$ cat config.mk
export PLATFORM = sky130hd
export DESIGN_NAME = tl_sensor_queue_flat
export DESIGN_NICKNAME = d
export VERILOG_FILES = /design/src/rtl/tl_sensor_queue_if.sv /design/src/rtl/tl_sensor_queue.sv /design/src/flat_wrapper.sv
export SDC_FILE = /design/constraint.sdc
export NUM_CORES = 1
export LEC_CHECK = 0
export ABC_AREA = 1
export BUFFER_PORTS_ARGS = -buffer_cell sky130_fd_sc_hd__buf_2
export CORE_UTILIZATION = 41
export CTS_BUF_LIST = sky130_fd_sc_hd__clkbuf_4 sky130_fd_sc_hd__clkbuf_8
export DETAILED_ROUTE_END_ITERATION = 6
export PLACE_DENSITY = 0.74
export SETUP_SLACK_MARGIN = 0.02
export SLEW_MARGIN = 25
export SYNTH_ARGS = -nofsm -noshare
export SYNTH_HDL_FRONTEND = slang
export SYNTH_SLANG_ARGS = --single-unit
$ cat constraint.sdc
create_clock -name clk -period 2 [get_ports clk]
set_input_delay 0.4 -clock clk [delete_from_list [all_inputs] [get_ports clk]]
set_output_delay 0.4 -clock clk [all_outputs]
set_load 0.05 [all_outputs]
$ cat src/rtl/tl_sensor_queue_if.sv
// Bundle of detector, controller-state and queue-status signals for tl_sensor_queue.
// The master drives the detectors and controller state; the slave reports the queue status.
interface tl_sensor_queue_if #(
   parameter int CNT_W = 4
);
   logic             car_a;
   logic             car_al;
   logic             car_b;
   logic             car_bl;
   logic [2:0]       q;
   logic             dep_tick;
   logic             clr_ovf;
   logic             Ta;
   logic             Tal;
   logic             Tb;
   logic             Tbl;
   logic [CNT_W-1:0] cnt_a;
   logic [CNT_W-1:0] cnt_al;
   logic [CNT_W-1:0] cnt_b;
   logic [CNT_W-1:0] cnt_bl;
   logic [3:0]       ovf;

   modport master (
      output car_a, car_al, car_b, car_bl, q, dep_tick, clr_ovf,
      input  Ta, Tal, Tb, Tbl, cnt_a, cnt_al, cnt_b, cnt_bl, ovf
   );

   modport slave (
      input  car_a, car_al, car_b, car_bl, q, dep_tick, clr_ovf,
      output Ta, Tal, Tb, Tbl, cnt_a, cnt_al, cnt_b, cnt_bl, ovf
   );
endinterface

$ cat src/rtl/tl_sensor_queue.sv
// Four-lane vehicle queue counters feeding the left-turn light controller's Ta/Tal/Tb/Tbl inputs.
// Optional detector debounce is compiled in with TL_SENSOR_DEBOUNCE_EN.
module tl_sensor_queue #(
   parameter int CNT_W  = 4,
   parameter int DB_CYC = 3
) (
   input logic               clk,
   input logic               reset,
   tl_sensor_queue_if.slave  bus
);
   localparam logic [CNT_W-1:0] CNT_MAX  = {CNT_W{1'b1}};
   localparam logic [CNT_W-1:0] CNT_ZERO = {CNT_W{1'b0}};
   localparam logic [CNT_W-1:0] CNT_ONE  = {{(CNT_W-1){1'b0}}, 1'b1};

   // Lane index order everywhere: 0 = A, 1 = A-left, 2 = B, 3 = B-left
   logic [3:0]       car_s;
   logic [3:0]       s1_r;
   logic [3:0]       prev_r;
   logic [3:0]       f_s;
   logic [3:0]       arr_s;
   logic [3:0]       dep_s;
   logic [3:0]       ovf_r;
   logic [3:0]       ovf_set_s;
   logic [3:0]       ovf_nxt_s;
   logic [CNT_W-1:0] cnt_r     [4];
   logic [CNT_W-1:0] cnt_nxt_s [4];

   assign car_s = {bus.car_bl, bus.car_b, bus.car_al, bus.car_a};

`ifdef TL_SENSOR_DEBOUNCE_EN
   localparam int DB_W = $clog2(DB_CYC + 1);
   localparam logic [DB_W-1:0] DB_LAST = DB_W'(DB_CYC - 1);

   logic [DB_W-1:0] db_cnt_r [4];
   logic [3:0]      f_r;

   // Debounce: accept a new level only after DB_CYC consecutive disagreeing samples
   always_ff @(posedge clk) begin
      if (reset) begin
         f_r <= 4'b0000;
         for (int i = 0; i < 4; i++) begin
            db_cnt_r[i] <= {DB_W{1'b0}};
         end
      end else begin
         for (int i = 0; i < 4; i++) begin
            if (s1_r[i] == f_r[i]) begin
               db_cnt_r[i] <= {DB_W{1'b0}};
            end else if (db_cnt_r[i] == DB_LAST) begin
               f_r[i]      <= s1_r[i];
               db_cnt_r[i] <= {DB_W{1'b0}};
            end else begin
               db_cnt_r[i] <= db_cnt_r[i] + {{(DB_W-1){1'b0}}, 1'b1};
            end
         end
      end
   end

   assign f_s = f_r;
`else
   assign f_s = s1_r;
`endif

   // Arrival/departure decode and saturating counter next-state
   always_comb begin
      arr_s     = f_s & ~prev_r;
      dep_s     = 4'b0000;
      ovf_set_s = 4'b0000;
      for (int i = 0; i < 4; i++) begin
         cnt_nxt_s[i] = cnt_r[i];
         // Green codes are even: lane i is green at {i, 0}
         dep_s[i] = bus.dep_tick & (bus.q == 3'(2 * i)) & (cnt_r[i] != CNT_ZERO);
         case ({arr_s[i], dep_s[i]})
            2'b10: begin
               if (cnt_r[i] == CNT_MAX) begin
                  ovf_set_s[i] = 1'b1;
               end else begin
                  cnt_nxt_s[i] = cnt_r[i] + CNT_ONE;
               end
            end
            2'b01:   cnt_nxt_s[i] = cnt_r[i] - CNT_ONE;
            default: cnt_nxt_s[i] = cnt_r[i];
         endcase
      end
      ovf_nxt_s = (bus.clr_ovf ? 4'b0000 : ovf_r) | ovf_set_s;
   end

   // Sample, edge-history, count and overflow registers
   always_ff @(posedge clk) begin
      if (reset) begin
         s1_r   <= 4'b0000;
         prev_r <= 4'b0000;
         ovf_r  <= 4'b0000;
         for (int i = 0; i < 4; i++) begin
            cnt_r[i] <= CNT_ZERO;
         end
      end else begin
         s1_r   <= car_s;
         prev_r <= f_s;
         ovf_r  <= ovf_nxt_s;
         for (int i = 0; i < 4; i++) begin
            cnt_r[i] <= cnt_nxt_s[i];
         end
      end
   end

   assign bus.cnt_a  = cnt_r[0];
   assign bus.cnt_al = cnt_r[1];
   assign bus.cnt_b  = cnt_r[2];
   assign bus.cnt_bl = cnt_r[3];
   assign bus.Ta     = (cnt_r[0] != CNT_ZERO);
   assign bus.Tal    = (cnt_r[1] != CNT_ZERO);
   assign bus.Tb     = (cnt_r[2] != CNT_ZERO);
   assign bus.Tbl    = (cnt_r[3] != CNT_ZERO);
   assign bus.ovf    = ovf_r;
endmodule

$ cat src/flat_wrapper.sv
// flat-port wrapper written by rule: the top's interface ports become plain ports
module tl_sensor_queue_flat 
#(
   parameter int CNT_W  = 4,
   parameter int DB_CYC = 3
)
  (clk, reset, bus_car_a, bus_car_al, bus_car_b, bus_car_bl, bus_q, bus_dep_tick, bus_clr_ovf, bus_Ta, bus_Tal, bus_Tb, bus_Tbl, bus_cnt_a, bus_cnt_al, bus_cnt_b, bus_cnt_bl, bus_ovf);
  tl_sensor_queue_if #(.CNT_W(CNT_W)) bus_i ();
  input logic clk;
  input logic reset;
  input wire logic [$bits(bus_i.car_a)-1:0] bus_car_a;
  input wire logic [$bits(bus_i.car_al)-1:0] bus_car_al;
  input wire logic [$bits(bus_i.car_b)-1:0] bus_car_b;
  input wire logic [$bits(bus_i.car_bl)-1:0] bus_car_bl;
  input wire logic [$bits(bus_i.q)-1:0] bus_q;
  input wire logic [$bits(bus_i.dep_tick)-1:0] bus_dep_tick;
  input wire logic [$bits(bus_i.clr_ovf)-1:0] bus_clr_ovf;
  output wire logic [$bits(bus_i.Ta)-1:0] bus_Ta;
  output wire logic [$bits(bus_i.Tal)-1:0] bus_Tal;
  output wire logic [$bits(bus_i.Tb)-1:0] bus_Tb;
  output wire logic [$bits(bus_i.Tbl)-1:0] bus_Tbl;
  output wire logic [$bits(bus_i.cnt_a)-1:0] bus_cnt_a;
  output wire logic [$bits(bus_i.cnt_al)-1:0] bus_cnt_al;
  output wire logic [$bits(bus_i.cnt_b)-1:0] bus_cnt_b;
  output wire logic [$bits(bus_i.cnt_bl)-1:0] bus_cnt_bl;
  output wire logic [$bits(bus_i.ovf)-1:0] bus_ovf;
  assign bus_i.car_a = bus_car_a;
  assign bus_i.car_al = bus_car_al;
  assign bus_i.car_b = bus_car_b;
  assign bus_i.car_bl = bus_car_bl;
  assign bus_i.q = bus_q;
  assign bus_i.dep_tick = bus_dep_tick;
  assign bus_i.clr_ovf = bus_clr_ovf;
  assign bus_Ta = bus_i.Ta;
  assign bus_Tal = bus_i.Tal;
  assign bus_Tb = bus_i.Tb;
  assign bus_Tbl = bus_i.Tbl;
  assign bus_cnt_a = bus_i.cnt_a;
  assign bus_cnt_al = bus_i.cnt_al;
  assign bus_cnt_b = bus_i.cnt_b;
  assign bus_cnt_bl = bus_i.cnt_bl;
  assign bus_ovf = bus_i.ovf;
  tl_sensor_queue #(.CNT_W(CNT_W), .DB_CYC(DB_CYC)) u_core (.clk(clk), .reset(reset), .bus(bus_i));
endmodule
==> flow_summary.json, run 1 <==
{
  "antenna_found_initial": 0,
  "combPwrFrac_pct": 24.7,
  "antenna_cells": 0,
  "drive_above_1_share_pct": 31.0,
  "nets": 279,
  "cts_buffers": 3,
  "syn-instance-count": 216,
  "fin_total_pwr_w": 0.00129,
  "cts_root_buffer": "clkbuf_8",
  "synth_ff_type": "dfxtp_1",
  "synth-edff-count": 0,
  "netSwitchingPower_w": 0.000437,
  "ctsHoldBuffers": 0,
  "clk_pin_slew_ns": 0.10,
  "async_reset_ff_share_pct": 0,
  "avgSynthCellArea_um2": 7.44,
  "drc": 0,
  "io_pins": 35,
  "multiInputGateArea_um2": 913,
  "dp_cells": 299,
  "ir_worst_vdd_uv": 325,
  "required_ns": 2.18,
  "drt_wl_total_um": 3070,
  "switching_share_pct": 34.0,
  "total_leakage_power_nw": 0.990,
  "core_area_mm2": 0.00372,
  "die-height_um": 64.6,
  "dp_hpwl_um": 2490,
  "seqCellArea_um2": 586,
  "synth_area_leaders": "dfxtp_1 35%, inv_1 8.9%, nand2_1 8.2%, a21oi_1 6.5%, ha_1 6.2%",
  "grt_max_degree": 17,
  "dieArea_mm2": 0.00417,
  "worstPathArrival_ns": 2.01,
  "ys_ff_latch": 28,
  "power_density_mw_per_mm2": 653,
  "drt_first_pass_iters": 4,
  "crit_fanout": 5,
  "vias": 1438,
  "crit_path_end_kind": "flop",
  "fill_cells": 379,
  "htreeDepth": 1,
  "grt_overflow": 0,
  "drv_cap": 0,
  "wl_per_cell_um": 10.1,
  "clkLatencyLatePin_ns": 0.28,
  "yosys_warnings": 0,
  "synth-seq-area-share_pct": 34.9,
  "drt_iter0_markers": 63,
  "finalHoldViolCount": 0,
  "rsz0062_at_grt": "false",
  "layout_min_cycle_time_ns": 1.83,
  "ys_types": 25,
  "grtUsageTotal_pct": 17.2,
  "relSlewSlack_pct": 71.3,
  "worst_pin_slew_ns": 0.430,
  "std_cell_rows": 22,
  "cts_buffer_depth": 2,
  "worstSetupStartpointType": "flop",
  "fp.dieW_um": 64.6,
  "drv_slew": 0,
  "ant_nets": 0,
  "syn_area_mm2": 0.00161,
  "cts_sinks": 28,
  "globalplace.congestion": 0.843,
  "seq_power_share_pct": 47.6,
  "cts_tree": "yes",
  "grt_pass1_wl_um": 5620,
  "start_util_pct": 43.2,
  "synth_largest_area_cell": "dfxtp_1",
  "hp-class": "primary input to flop",
  "area_growth_pct": 22.5,
  "clkPwrFrac_pct": 27.7,
  "final_cell_count_no_fill": 303,
  "max_freq_mhz": 547,
  "skew_ns": 0.00343,
  "syn_nets": 239,
  "fin_crit_sh_pct": 91.4,
  "grt_pass1_vias": 1343,
  "synth_top_area_share_pct": 34.9,
  "critical_path_class": "flop to flop",
  "setup_violations": 0,
  "outcome": "finished, final reports clean",
  "p_int_w": 0.000849,
  "viasPerCell": 4.75,
  "io_buffers": 34
}
sequential cells by signal, summed over array words and instances (netlist names):
register        flops
u_core.bus.ovf      4
u_core.cnt_r       16
u_core.f_s          4
u_core.prev_r       4
power by group through the flow:
stage / logic (W) / clock network (W) / registers, W
5_1_grt: 0.000347 / 0.000397 / 0.000618
3_3_place_gp: 0.000314 / 0 / 0.000625
2_1_floorplan: 0.000190 / 0 / 0.000684
3_5_place_dp: 0.000319 / 0 / 0.000625
6_report: 0.000317 / 0.000356 / 0.000612
4_1_cts: 0.000320 / 0.000370 / 0.000612
layout by cell type, fill, tap and decap left out, types with 5 or more instances in the layout:
master,instances
inv_1,38
nand2_1,35
buf_2,34
nor2_1,21
a21oi_1,21
dfxtp_2,14
nand3_1,12
dfxtp_1,12
nand4_1,8
ha_1,8
nand3_2,5
o21ai_0,5
what timing repair did:
action                                  CTS  global route
setup buffers                             0             0
endpoints found under the setup margin    0             1
gates resized for setup                   0             1
worst max-delay path, cell delays in order, from the launching register on:
cell     delay [ns]
dfxtp_2        0.35
nor2_1         0.18
nand3_4        0.12
nand3_2        0.09
inv_1          0.06
ha_1           0.31
nand2_1        0.07
nand2_1        0.04
nor2_1         0.14
inv_1          0.06
nand2_1        0.07
nand2_1        0.07
a21oi_1        0.12
nor2_1         0.05
metrics by stage:
step | setup slack (ns) | instance area (um^2) | hold slack, ns | TNS [ns] | util, %
after CTS | 0.151 | 1970 | 0.305 | 0 | 52.9
after global placement | 0.0243 | 1910 | 0.409 | 0 | 51.4
after floorplan | -0.0129 | 1660 | 0.403 | -0.0129 | -
final | 0.172 | 1970 | 0.310 | 0 | 53.0
after global routing | 0.0282 | 1970 | 0.307 | 0 | 53.0
after detailed placement | -0.0291 | 1910 | 0.415 | -0.0291 | 51.4
metal layers:
layer	vias up	track usage [%]	wire length, um
met5	-	0	0
met4	0	8.61	70
met3	5	2.99	124
met2	27	27.8	1340
met1	632	21.8	1540
li1	774	-	-
cells by family after synthesis:
group / Yosys count / share of synthesized area (%)
AOI/OAI and AO/OA: 30 / 9.50
xor gates and xnor gates: 4 / 2.18
adders and majority gates: 12 / 11.2
buffers and inverters: 44 / 10.4
DFF: 28 / 34.9
and+or+nand+nor: 98 / 31.9
area by class of cell:
class,count,area share (%)
multi-input combinational,144,46.4
sequential,28,29.8
timing repair buffer,38,10.2
inverter,41,7.82
tap,48,3.05
clock buffer,4,2.80
Yosys cell counts, drive strengths merged (2+ instances only):
cell type and number:
a21oi 21, clkbuf 2, dfxtp 28, fa 4
ha 8, inv 41, nand2 40, nand3 20
nand3b 4, nand4 9, nor2 25, o21ai 8
xnor2 2, xor2 2
worst paths after layout:
| check | from | to | slack [ns] | depth (start not counted) |
|---|---|---|---|---|
| hold / removal | bus_car_a | u_core.f_s[0]$_SDFF_PP0_ | 0.31 | 3 |
| hold reg to reg | u_core.f_s[3]$_SDFF_PP0_ | u_core.prev_r[3]$_SDFF_PP0_ | 0.42 | 2 |
| setup / recovery | u_core.cnt_r[0][2]$_SDFFE_PP0P_ | u_core.cnt_r[0][3]$_SDFFE_PP0P_ | 0.17 | 13 |
| setup reg to reg | u_core.cnt_r[0][2]$_SDFFE_PP0P_ | u_core.cnt_r[0][3]$_SDFFE_PP0P_ | 0.17 | 13 |
(Power assumes the default switching activity.)
==> run 2: changes to the inputs <==
==> constraint.sdc (replaced) <==
create_clock -name clk -period 2 [get_ports clk]
set_input_delay 0.3 -clock clk [delete_from_list [all_inputs] [get_ports clk]]
set_output_delay 0.3 -clock clk [all_outputs]
set_load 0.05 [all_outputs]
==> flow_summary.json, run 2 (synthesis gave the netlist of run 1 again) <==
{
  "drt_iter0_markers": 46,
  "cpPeakStageDelay_ns": 0.35,
  "grtUsageTotal_pct": 16.6,
  "dp_cells": 299,
  "io_pins": 35,
  "dieArea_mm2": 0.00417,
  "die-height_um": 64.6,
  "clkLatencyLatePin_ns": 0.27,
  "area_growth_pct": 22.0,
  "max_freq_mhz": 556,
  "cts_tree": "yes",
  "setup_violations": 0,
  "layout_commonest_cell": "inv_1",
  "wl_per_cell_um": 10.3,
  "nets": 279,
  "finalHoldViolCount": 0,
  "clk_pin_slew_ns": 0.09,
  "netSwitchingPower_w": 0.000436,
  "cts_buffer_depth": 2,
  "hp-class": "primary input to flop",
  "crit_path_start": "u_core.cnt_r[0][2]$_SDFFE_PP0P_",
  "cts_buffers": 3,
  "required_ns": 2.17,
  "ant_nets": 0,
  "relSlewSlack_pct": 73.2,
  "grt_pass1_vias": 1291,
  "htreeDepth": 1,
  "globalplace.congestion": 0.845,
  "reg2reg_from": "u_core.cnt_r[0][2]$_SDFFE_PP0P_",
  "fp.dieW_um": 64.6,
  "antenna_found_initial": 0,
  "total_leakage_power_nw": 0.985,
  "grt_pass1_wl_um": 5530,
  "combPwrFrac_pct": 25.5,
  "rsz0062_at_grt": "false",
  "outcome": "finished, final reports clean",
  "setup_tns_ns": 0,
  "grt_max_degree": 17,
  "worst_path_max_delay_cell": "dfxtp_2",
  "core_area_mm2": 0.00372,
  "start_util_pct": 43.2,
  "p_int_w": 0.000810,
  "ir_worst_vdd_uv": 325,
  "crit_fanout": 5,
  "pre_cts_ws_ns": 0.106,
  "drc": 0,
  "seq_power_share_pct": 49.2,
  "critical_path_class": "flop to flop",
  "cts_sinks": 28,
  "largest-register": "u_core.cnt_r",
  "drt_first_pass_iters": 4,
  "antenna_cells": 0,
  "drv_slew": 0,
  "largest_reg_flops": 16,
  "final_cell_count_no_fill": 303,
  "std_cell_rows": 22,
  "drt_wl_total_um": 3130,
  "crit_path_end_kind": "flop",
  "dp_hpwl_um": 2500,
  "final_util_pct": 52.8,
  "fill_cells": 382,
  "drive_above_1_share_pct": 31.0,
  "path_cells": "nor2_1, nand3_4, nand3_2, inv_1, ha_1, nand2_1, nand2_1, nor2_1, inv_1, nand2_1, nand2_1, a21oi_1, nor2_1",
  "power_density_mw_per_mm2": 636,
  "cts_root_buffer": "clkbuf_8",
  "clkPwrFrac_pct": 25.3,
  "fin_ws_ns": 0.203,
  "mostFrequentLayoutCells": "38 x inv_1, 35 x nand2_1, 34 x buf_2",
  "layout_min_cycle_time_ns": 1.80,
  "worst_pin_slew_ns": 0.401,
  "worstSetupStartpointType": "flop",
  "viasPerCell": 4.83,
  "drv_cap": 0,
  "fin_crit_sh_pct": 89.9,
  "cpMostUsedCell": "nand2_1",
  "skew_ns": 0.00273,
  "vias": 1463,
  "switching_share_pct": 35.0,
  "worstPathArrival_ns": 1.97,
  "hold_start": "bus_car_b",
  "grt_overflow": 0,
  "io_buffers": 34
}
run 2: changes by cell type in the layout (fill, tap and decap cells not counted):
cell | previous run | this run
clkbuf_8 | 4 | 3
nor2_2 | 3 | 4
clkinv_1 | 0 | 1
nor2_1 | 21 | 20
run 2: power by group through the flow:
stage               clock network (W)  registers [W]  logic [W]
finish                       0.000315       0.000614   0.000318
global route                 0.000354       0.000619   0.000347
floorplan                           0       0.000684   0.000190
CTS                          0.000322       0.000613   0.000320
detailed placement                  0       0.000626   0.000319
global placement                    0       0.000625   0.000314
run 2: final timing paths:
kind / to / slack [ns] / cells after the start
min: u_core.f_s[2]$_SDFF_PP0_ / 0.22 / 3
min reg2reg: u_core.prev_r[3]$_SDFF_PP0_ / 0.42 / 2
max reg2reg: u_core.cnt_r[0][3]$_SDFFE_PP0P_ / 0.20 / 13
max: u_core.cnt_r[0][3]$_SDFFE_PP0P_ / 0.20 / 13
run 2: worst max-delay path: cells and delay by family (launching register included):
| kind | cells | cell delay, ns |
|---|---|---|
| AO/OA/AOI/OAI | 1 | 0.12 |
| adder cells (fa/ha/maj) | 1 | 0.31 |
| buffers and inverters | 2 | 0.10 |
| flip-flops | 1 | 0.35 |
| AND/OR/NAND/NOR | 9 | 0.81 |
run 2: stage by stage:
| stage | hold WS (ns) | instance area, um^2 | total power, W |
|---|---|---|---|
| after floorplan | 0.403 | 1660 | 0.000874 |
| after detailed placement | 0.415 | 1910 | 0.000946 |
| final | 0.220 | 1960 | 0.00125 |
| after global placement | 0.407 | 1910 | 0.000939 |
| after CTS | 0.216 | 1960 | 0.00126 |
| after global routing | 0.229 | 1960 | 0.00132 |
run 2: area by class of cell:
type | instances | area [um^2] | area share (%)
clock buffers | 3 | 41.3 | 2.11
clock inverters | 1 | 3.75 | 0.191
inverters | 41 | 154 | 7.85
multi-input cells | 144 | 916 | 46.7
flip-flops and latches | 28 | 586 | 29.9
well taps | 48 | 60.1 | 3.06
repair buffers | 38 | 200 | 10.2
run 2: routing by layer:
metal	part of all wire (%)	vias up	track usage, %
met3	2.8	2	1.58
met2	47	28	27.9
met4	0.86	0	6.67
met1	49	662	21.8
met5	0	-	0
li1	-	771	-
run 2: what timing repair did:
action / in CTS / in global routing
endpoints found under the setup margin: 0 / 1
gates resized for setup: 0 / 2
buffers inserted: 0 / 0
hold buffers: 0 / 0
==> run 3: changes to the inputs <==
RECOVER_POWER = 100   (was default)
==> flow_summary.json, run 3 (synthesis gave the netlist of run 1 again) <==
{
  "drt_wl_total_um": 3170,
  "cts_tree": "yes",
  "rsz0062_at_grt": "false",
  "drv_slew": 0,
  "area_growth_pct": 16.6,
  "nets": 279,
  "io_pins": 35,
  "outcome": "finished, final reports clean",
  "dieArea_mm2": 0.00417,
  "die-height_um": 64.6,
  "drt_iter0_markers": 44,
  "multiInputGateArea_um2": 873,
  "max_freq_mhz": 549,
  "setup_violations": 0,
  "cp.depth": 13,
  "cpMostUsedCell": "nand2_1",
  "drive_above_1_share_pct": 17.3,
  "drt_first_pass_iters": 4,
  "path_cells": "nor2_1, nand3_4, nand3_2, inv_1, ha_1, nand2_1, nand2_1, nor2_1, inv_1, nand2_1, nand2_1, a21oi_1, nor2_1",
  "layout_min_cycle_time_ns": 1.82,
  "ant_nets": 0,
  "rr_worst_depth": 13,
  "ir_worst_vdd_uv": 313,
  "ctsHoldBuffers": 0,
  "grt_pass1_vias": 1291,
  "drc": 0,
  "path_buf_inv": 2,
  "grt_overflow": 0,
  "drv_cap": 0,
  "layout_commonest_cell": "inv_1",
  "skew_ns": 0.00212,
  "grt_pass1_wl_um": 5530,
  "core_area_mm2": 0.00372,
  "worstPathArrival_ns": 2.00,
  "relSlewSlack_pct": 51.9,
  "fill_cells": 407,
  "rrSetupSlack_ns": 0.18,
  "std_cell_rows": 22,
  "antenna_cells": 0,
  "dp_hpwl_um": 2500,
  "hp-class": "primary input to flop",
  "timing.rr.end": "u_core.cnt_r[0][3]$_SDFFE_PP0P_",
  "cts_root_buffer": "clkbuf_8",
  "largest-register": "u_core.cnt_r",
  "cts_buffer_depth": 2,
  "critical_path_class": "flop to flop",
  "crit_path_end": "u_core.cnt_r[0][3]$_SDFFE_PP0P_",
  "clk_pin_slew_ns": 0.09,
  "finalHoldViolCount": 0,
  "worstSetupStartpointType": "flop",
  "seqCellArea_um2": 579,
  "grtUsageTotal_pct": 16.6,
  "final_util_pct": 50.4,
  "clkLatencyLatePin_ns": 0.27,
  "hold_depth": 3,
  "total_leakage_power_nw": 0.872,
  "wl_per_cell_um": 10.5,
  "fp.dieW_um": 64.6,
  "crit_path_end_kind": "flop",
  "antenna_found_initial": 0,
  "fin_crit_sh_pct": 91.1,
  "cts_sinks": 28,
  "cts_buffers": 3,
  "vias": 1457,
  "start_util_pct": 43.2,
  "required_ns": 2.17,
  "crit_fanout": 5,
  "worst_pin_slew_ns": 0.721,
  "worst_path_max_delay_cell": "dfxtp_1",
  "power_density_mw_per_mm2": 655,
  "hold_slack_ns": 0.219,
  "cpPeakStageDelay_ns": 0.36,
  "globalplace.congestion": 0.845,
  "grt_max_degree": 17,
  "htreeDepth": 1,
  "crit_path_start": "u_core.cnt_r[0][2]$_SDFFE_PP0P_",
  "cts_setup_buffers": 0,
  "largest_reg_flops": 16,
  "cpLargestDelayFamily": "simple AND/OR/NAND/NOR gates",
  "mostFrequentLayoutCells": "38 x inv_1, 35 x nand2_1, 27 x clkbuf_1",
  "io_buffers": 34,
  "viasPerCell": 4.81,
  "reg2reg_from": "u_core.cnt_r[0][2]$_SDFFE_PP0P_"
}
-- run 3: tightest hold or removal path, stage by stage --
cell    delay (ns)
buf_2         0.09
inv_1         0.04
nor2_1        0.03
-- run 3: layout make-up --
cell class,instances,share of cell area [%]
Multi-Input combinational cell,144,46.6
Clock inverter,1,0.200
Inverter,41,8.22
Timing Repair Buffer,38,8.62
Tap cell,48,3.21
Sequential cell,28,30.9
Clock buffer,3,2.20
-- run 3: repair_timing --
item / 4_1_cts / 5_1_grt
gates resized for setup: 0 / 2
hold endpoints to repair: 0 / 0
setup endpoints to repair: 0 / 1
-- run 3: through the flow --
step | worst slack [ns] | cell area (um^2) | instances | total power (W) | TNS, ns
2_1_floorplan | -0.0129 | 1660 | 216 | 0.000874 | -0.0129
3_3_place_gp | 0.130 | 1910 | 299 | 0.000939 | 0
3_5_place_dp | 0.106 | 1910 | 299 | 0.000946 | 0
4_1_cts | 0.172 | 1960 | 303 | 0.00126 | 0
5_1_grt | 0.0179 | 1870 | 303 | 0.00130 | 0
6_report | 0.177 | 1870 | 303 | 0.00123 | 0
-- run 3: how the worst min path moves through the flow --
stage	start	to	slack (ns)
final	bus_car_b	u_core.f_s[2]$_SDFF_PP0_	0.22
after global routing	bus_car_al	u_core.f_s[1]$_SDFF_PP0_	0.23
after CTS	bus_car_b	u_core.f_s[2]$_SDFF_PP0_	0.22
after detailed placement	u_core.f_s[3]$_SDFF_PP0_	u_core.prev_r[3]$_SDFF_PP0_	0.41
after global placement	u_core.f_s[3]$_SDFF_PP0_	u_core.prev_r[3]$_SDFF_PP0_	0.41
after floorplan	u_core.f_s[0]$_SDFF_PP0_	u_core.prev_r[0]$_SDFF_PP0_	0.40
-- run 3: per-layer routing --
metal  wire, um  global-route usage (%)
met2       1490                    27.9
met3         97                    1.58
met5          0                       0
met4         27                    6.67
met1       1550                    21.8
-- run 3: report_power, final --
group | total [W] | switching, W | internal (W)
Combinational | 0.000298 | 0.000225 | 0.0000724
Clock | 0.000315 | 0.000177 | 0.000138
Sequential | 0.000614 | 0.0000283 | 0.000585
